`src/rtl/conv1_pkg.sv`:
```
// Shared definitions for the conv1 datapath.
// Holds the default pixel word width, kernel geometry, default image size,
// and the 9-word window type that the window generator and the filter share.
package conv1_pkg;

  localparam int DATA_WIDTH  = 32;
  localparam int KERNEL_SIZE = 3;
  localparam int WIN_SIZE    = KERNEL_SIZE * KERNEL_SIZE;
  localparam int IMG_WIDTH   = 28;
  localparam int IMG_HEIGHT  = 28;

  // Row-major window: [0] top-left ... [WIN_SIZE-1] bottom-right (newest pixel).
  // Index k pairs with filter weight[k].
  typedef logic [0:WIN_SIZE-1][DATA_WIDTH-1:0] window_t;

endpackage

```
`src/rtl/conv1_line_buffer.sv`:
```
// One image row of storage, indexed by column.
// Read is combinational from the pre-edge contents; the write lands on the
// same edge, so a read and a write to one column in one cycle return the old
// word (read-before-write). Contents are deliberately not reset.
// Ports:
//   clk      clock
//   we_i     write enable
//   addr_i   column index (read and write)
//   wdata_i  word to store at addr_i
//   rdata_o  word currently stored at addr_i
module conv1_line_buffer #(
  parameter int DEPTH  = 28,
  parameter int DW     = 32,
  parameter int ADDR_W = (DEPTH > 1) ? $clog2(DEPTH) : 1
) (
  input  logic              clk,
  input  logic              we_i,
  input  logic [ADDR_W-1:0] addr_i,
  input  logic [DW-1:0]     wdata_i,
  output logic [DW-1:0]     rdata_o
);

  logic [DW-1:0] mem_q [DEPTH];

  assign rdata_o = mem_q[addr_i];

  always_ff @(posedge clk) begin
    if (we_i) mem_q[addr_i] <= wdata_i;
  end

endmodule

```
`src/rtl/conv1_window_gen.sv`:
```
// Streaming 3x3 window generator for the conv1 filter.
// Takes one raster-order pixel per valid cycle, keeps the two previous rows
// in line buffers, and emits a registered window for every valid-convolution
// position (no padding, stride 1). Pixel bits pass through untouched.
// Ports:
//   clk         clock
//   rst_n       asynchronous active-low reset
//   valid_in    pixel_in is valid this cycle
//   pixel_in    raster-order pixel
//   data_out    window, row-major, [0]=top-left, [8]=newest pixel
//   valid_out   data_out holds a complete window (one cycle per window)
//   frame_done  pulses with the last window of a frame
module conv1_window_gen #(
  parameter int DATA_WIDTH = conv1_pkg::DATA_WIDTH,
  parameter int IMG_WIDTH  = conv1_pkg::IMG_WIDTH,
  parameter int IMG_HEIGHT = conv1_pkg::IMG_HEIGHT
) (
  input  logic                                        clk,
  input  logic                                        rst_n,
  input  logic                                        valid_in,
  input  logic [DATA_WIDTH-1:0]                       pixel_in,
  output logic [0:conv1_pkg::WIN_SIZE-1][DATA_WIDTH-1:0] data_out,
  output logic                                        valid_out,
  output logic                                        frame_done
);
  import conv1_pkg::*;

  localparam int K     = KERNEL_SIZE;
  localparam int COL_W = (IMG_WIDTH  > 1) ? $clog2(IMG_WIDTH)  : 1;
  localparam int ROW_W = (IMG_HEIGHT > 1) ? $clog2(IMG_HEIGHT) : 1;

  logic [COL_W-1:0] col_q, col_d;
  logic [ROW_W-1:0] row_q, row_d;
  logic [0:WIN_SIZE-1][DATA_WIDTH-1:0] w_q, w_d;
  logic valid_q, valid_d;
  logic done_q,  done_d;
  logic [DATA_WIDTH-1:0] top_rd, mid_rd;
  logic last_col, last_row, win_pos;

  // Row r-2: refilled from row r-1 as row r-1 is overwritten by the new pixel.
  conv1_line_buffer #(.DEPTH(IMG_WIDTH), .DW(DATA_WIDTH), .ADDR_W(COL_W)) u_lb_top (
    .clk     (clk),
    .we_i    (valid_in),
    .addr_i  (col_q),
    .wdata_i (mid_rd),
    .rdata_o (top_rd)
  );

  // Row r-1.
  conv1_line_buffer #(.DEPTH(IMG_WIDTH), .DW(DATA_WIDTH), .ADDR_W(COL_W)) u_lb_mid (
    .clk     (clk),
    .we_i    (valid_in),
    .addr_i  (col_q),
    .wdata_i (pixel_in),
    .rdata_o (mid_rd)
  );

  assign last_col = (col_q == COL_W'(IMG_WIDTH - 1));
  assign last_row = (row_q == ROW_W'(IMG_HEIGHT - 1));
  // Only positions with two full rows and two full columns behind them form
  // a window. The first two columns after a row wrap hold mixed-row data in
  // w_q and must stay suppressed.
  assign win_pos  = (row_q >= ROW_W'(K - 1)) && (col_q >= COL_W'(K - 1));

  always_comb begin
    col_d   = col_q;
    row_d   = row_q;
    w_d     = w_q;
    valid_d = 1'b0;
    done_d  = 1'b0;
    if (valid_in) begin
      if (last_col) begin
        col_d = '0;
        row_d = last_row ? '0 : row_q + ROW_W'(1);
      end else begin
        col_d = col_q + COL_W'(1);
      end
      // Shift left one column, then load the new right column.
      for (int r = 0; r < K; r++) begin
        for (int c = 0; c < K - 1; c++) begin
          w_d[r*K + c] = w_q[r*K + c + 1];
        end
      end
      w_d[K-1]      = top_rd;
      w_d[2*K-1]    = mid_rd;
      w_d[K*K-1]    = pixel_in;
      valid_d       = win_pos;
      done_d        = last_row && last_col;
    end
  end

  always_ff @(posedge clk or negedge rst_n) begin
    if (!rst_n) begin
      col_q   <= '0;
      row_q   <= '0;
      w_q     <= '0;
      valid_q <= 1'b0;
      done_q  <= 1'b0;
    end else begin
      col_q   <= col_d;
      row_q   <= row_d;
      w_q     <= w_d;
      valid_q <= valid_d;
      done_q  <= done_d;
    end
  end

  assign data_out   = w_q;
  assign valid_out  = valid_q;
  assign frame_done = done_q;

endmodule

```
`config.mk`:
```
export PLATFORM = sky130hd
export DESIGN_NAME = conv1_window_gen
export DESIGN_NICKNAME = d
export VERILOG_FILES = /design/src/rtl/conv1_pkg.sv /design/src/rtl/conv1_line_buffer.sv /design/src/rtl/conv1_window_gen.sv
export SDC_FILE = /design/constraint.sdc
export NUM_CORES = 2
export LEC_CHECK = 0
export CAP_MARGIN = 10
export CORE_MARGIN = 5
export CORE_UTILIZATION = 40
export DETAILED_ROUTE_END_ITERATION = 10
export GPL_ROUTABILITY_DRIVEN = 0
export GPL_TIMING_DRIVEN = 1
export HOLD_SLACK_MARGIN = 0.03
export SYNTH_ARGS = -nofsm -noshare
export SYNTH_HDL_FRONTEND = slang
export SYNTH_SLANG_ARGS = --single-unit
```
`constraint.sdc`:
```
create_clock -name clk -period 5.05 [get_ports clk]
set_input_delay 1.01 -clock clk [delete_from_list [all_inputs] [get_ports clk]]
set_output_delay 1.01 -clock clk [all_outputs]
set_load 0.03 [all_outputs]
```
### Word-level counts from Yosys, hierarchy flattened

Memories as Yosys holds them, arrays and structs flattened. A register that Yosys moved wholly into a read port is not among the register bits.
Index checks and enable logic that the tools add are counted.

| storage, ports and cells | value |
|---|---|
| flip-flop bits (word level) | 268 |
| RAM bits | 1792 |
| output and inout port bits | 290 |
| word-level logic and storage cells | 30 |
| memories kept | 2 |

Memory list:

| name | words | bits a word | rd ports | clocked after memory_dff | write ports | line | source |
|---|---|---|---|---|---|---|---|
| u_lb_mid.mem_q | 28 | 32 | 1 | 0 | 1 | conv1_line_buffer.sv:23 | `logic [DW-1:0] mem_q [DEPTH];` |
| u_lb_top.mem_q | 28 | 32 | 1 | 1 | 1 | conv1_line_buffer.sv:23 |  |

| cells by class | value |
|---|---|
| add/subtract/negate cells | 2 |
| $lt $le $gt $ge | 2 |
| equality and inequality tests | 2 |
| mux-type cells | 6 |
| reduce and logical (&&, ||, !) cells | 4 |

Operators with widths:

| cell | count |
|---|---|
| 5-bit by 1-bit adder with 5-bit output, second input constant | 2 |
| 5-bit == test, second input constant | 2 |
| 5-bit by 2-bit >= comparator with 1-bit output, second input constant | 2 |
| 5-bit 2-to-1 mux | 2 |
| 1-bit 2-to-1 mux | 4 |
| 1-bit logical AND | 2 |
| 2-bit AND reduction | 1 |
| 1-bit zero test | 1 |

### Longest topological paths before layout

| logic depth | value |
|---|---|
| word-level depth | 3 |
| gate-level depth with buffers | 9 |
| gate-level depth less buffers | 5 |

### Modules after synthesis

Synthesis repeated with hierarchy kept, for this count alone.

| second synthesis, totals | value |
|---|---|
| cell total of the unflattened synthesis | 4033 |
| area, all modules | 80140.6 um^2 |

By module, submodules not included:

| module | times used | cells each | area an instance (um^2) | sequential area each (um^2) |
|---|---|---|---|---|
| conv1_line_buffer | 2 | 1682 | 34398.0 | 26905.8 |
| conv1_window_gen | 1 | 669 | 11344.6 | 7507.2 |

### Worst setup path after synthesis

No wires, ideal clock.

| timing | value |
|---|---|
| path kind | input to register |
| from | input port valid_in |
| to | memory u_lb_mid.mem_q[13][0] (enable) |
| setup time | 0.487 ns |
| arrival | 4.672 ns |
| required time | 4.563 ns |
| setup slack | -0.109 ns |
| stages | 5 |
| path buffers | 3 |
| cells stage by stage | clkbuf_1 > clkbuf_1 > clkbuf_1 > nand2_1 > nor2_1 |

| on the way | value |
|---|---|
| cells in the longest elaborated chain, start to end | 2 |

RTL lines:

| what | line | source |
|---|---|---|
| from (decl) | conv1_window_gen.sv:20 | `input logic valid_in,` |
| 1-bit 2-to-1 mux | conv1_line_buffer.sv:28 | `if (we_i) mem_q[addr_i] <= wdata_i;` |
| 1-bit 2-to-1 mux (not written as such) | conv1_line_buffer.sv:28 |  |
| to (decl) | conv1_line_buffer.sv:23 |  |

Every way passes these cells.

### Final worst setup path

| timing | value |
|---|---|
| from | register col_q[2] |
| to | memory u_lb_top.mem_q[16][30] (data pin) |

| on the way | value |
|---|---|
| cells in the longest elaborated chain, start to end | 1 |

RTL lines:

| what | line | source |
|---|---|---|
| from (decl) | conv1_window_gen.sv:32 | `logic [COL_W-1:0] col_q, col_d;` |
| from (signal assigned) | conv1_window_gen.sv:100 | `col_q <= col_d;` |
| memory read 28 x 32 bit | -- |  |
| via mid_rd[30] | conv1_window_gen.sv:37 | `logic [DATA_WIDTH-1:0] top_rd, mid_rd;` |
| to (decl) | conv1_line_buffer.sv:23 |  |

The timed path passes the listed nets, and every way through them passes these cells.

==> flow_summary.ini <==
[timing]
worstMarginPinSlew_ps = 1230
maxSlewHeadroom_pct = 17.6
layout_setup_ws_ps = 1220
period_needed_ps = 3830
fin_skew_ps = 47.4
fmax_mhz = 261
finalHoldViolCount = 0
drv_slew = 0
whs_ps = 183
finalCritPeriodShare_pct = 75.9
rsz0062_at_grt = no
setup_violations = 0
final.setup.tns_ps = 0

[place]
dp_slack_ps = 1260
dp_hpwl_mm = 118
dpl-instance-area_um2 = 86700
numPortBuffers = 324
dp.cells = 6888

[yosys]
ys_async_sr_fraction_pct = 14.3
synth_top_area_cell = edfxtp_1
muxShareOfSynthArea_pct = 15.1
synth_most_common_cell = edfxtp_1
synth_nets = 4026
synth_top_family_by_area = multiplexers
synth_seq_area_share_pct = 77.0
synthXorXnorAreaFrac_pct = 0.0550
synth_common_cells = edfxtp_1 (1792), mux2i_1 (441), dfrtp_1 (300), mux2_2 (227), mux4_2 (226)
syn_area_um2 = 79600
synth.lib_cells_used.distinct = 67
synth_compound_area_share_pct = 3.78
yosys-top-cells-area = edfxtp_1 (68%), dfrtp_1 (9.4%), mux4_2 (6.4%)
avgSynthCellArea_um2 = 20.0
synth_ff_type = edfxtp_1
ys_ff_latch = 2092
synth_fa_ha_area_share_pct = 0.0943
synth_cells = 3985
yosys_warnings = 0
synth_enable_flop_cells = 1792
netlist.area_leader.share_pct = 67.6
synth-simple-area-share_pct = 2.22

[clock_network]
clk_pin_slew_ps = 60
ctsLongestPathBuffers = 3
h-tree-depth = 4
cts_tree = yes
clockRootBuffer = clkbuf_16
cts.repair.resized = 0
clk_latency_ps = 850
cts_sinks = 2092
postCtsHoldBufs = 0
cts_buffers = 210
cts_setup_buffers = 0

[worst_setup_path]
worstPathMaxFanout = 45
critPathLaunchType = flop
r2r-start = col_q[2]
path_class = flop to flop
cp.required_ps = 5320
cp-startpoint = col_q[2]
worstSetupEndpointType = flop
cp.arrival_ps = 4110

[global_routing]
grtUsageTotal_pct = 20.2
grt.overflow.total = 0
grt_start_max_net_pins = 148
antenna_found_initial = 5
grt_pass1_vias = 41742
grt_pass1_wl_mm = 308

[finish]
utilization_pct = 47.5
final_cell_area_um2 = 93800
n_fill_cell = 16275
syn_to_final_growth_pct = 17.8
finalNonFillerCells = 7286
drive_above_1_share_pct = 21.5
nets = 4503

[route]
num_vias = 41091
routed_wl_mm = 216
drc = 0
antenna_left = 0
vias_per_cell = 5.64
routedWlPerCell_um = 29.6
drt_first_pass_iters = 5
drtIter0Drc = 4066

[floorplanning]
start_util_pct = 40.3
rows = 163
core_um2 = 198000
die_area_um2 = 208000
die_y_um = 456
die_x_um = 456
ios = 325

[power_and_ir_drop]
power.density_nw_per_um2 = 631
swShare_pct = 33.5
p_seq_share_pct = 42.6
ir_drop_mv = 0.566
clockPowerShare_pct = 26.4
switchingPower_mw = 19.8
power.combinational.fraction_pct = 31.0
p_leak_nw = 31.3
total_power_mw = 59.2
p_int_mw = 39.4

[run_status]
status = finished clean

[run]
drv_cap = 0

[hold_path]
hold_class = input port to asynchronous set/reset pin
-- worst paths after layout --
check                                          to  slack [ps]  cells past startpoint
max                        u_lb_top.mem_q[16][30]        1220                      4
min                                 data_out[115]         180                      1
max reg2reg                u_lb_top.mem_q[16][30]        1220                      4
min reg2reg                         data_out[287]         500                      1
max in group asynchronous                col_q[1]        3720                      2
min in group clk                    data_out[287]         500                      1
-- worst max-delay path, stage by stage, from the launching register on --
cell and delay, ps:
dfrtp_4 920, or4b_4 800, o32ai_1 160, nor4_1 510, nand3_1 840
-- logic make-up after synthesis --
family,count (synthesis)
multiplexers,894
buffers and inverters,230
AO/OA/AOI/OAI,416
XOR/XNOR,5
adder cells (fa/ha/maj),6
AND/OR/NAND/NOR,342
flip-flops,2092
-- state kept, by name (all words and copies together) (netlist names) --
register / flops
u_lb_mid.mem_q: 896
u_lb_top.mem_q: 896
data_out: 288
col_q: 5
row_q: 5
frame_done: 1
valid_out: 1
-- per-layer routing --
layer	up-vias	track usage (%)	wire length, um	share of wire, %
met5	-	0	0	0
met4	0	6.10	6570	3.0
met3	323	3.20	13500	6.3
met2	1537	33.9	107000	50
met1	22050	27.4	88700	41
li1	17181	-	-	-
-- area by class of cell --
cell class | count | area (um^2) | share of cell area (%)
diodes | 1 | 2.50 | 0.00267
clock buffers | 311 | 6040 | 6.44
clock inverters | 84 | 952 | 1.02
inverters | 5 | 18.8 | 0.0200
multi-input cells | 1663 | 17200 | 18.3
flip-flops and latches | 2092 | 61300 | 65.4
well taps | 2640 | 3300 | 3.52
repair buffers | 490 | 4940 | 5.27
-- cells in the final DEF (no fill, tap or decap), types with 15 or more instances in the layout --
cell and instances:
a211oi_1 20, a221oi_1 24, a22oi_1 112, a31oi_1 43, a41oi_1 22, and2_1 54, buf_12 32, buf_4 132
clkbuf_1 64, clkbuf_16 213, clkbuf_8 34, clkdlybuf4s50_1 322, clkinv_2 34, dfrtp_1 295, edfxtp_1 1792, mux2_2 227
mux2i_1 441, mux4_2 226, nand2_1 45, nand3_1 64, nor2_1 71, nor2_4 28, nor3_1 30, o221ai_1 15
o22ai_1 123
-- power by group through the flow --
| stage | sequential [mW] | combinational (mW) | clock (mW) |
|---|---|---|---|
| floorplan | 26.7 | 9.60 | 0 |
| global placement | 25.6 | 18.2 | 0 |
| detailed placement | 25.7 | 18.4 | 0 |
| CTS | 25.3 | 18.5 | 15.9 |
| global route | 25.5 | 19.3 | 16.6 |
| finish | 25.2 | 18.4 | 15.6 |
Note: power is estimated with default switching activity, not from simulation.
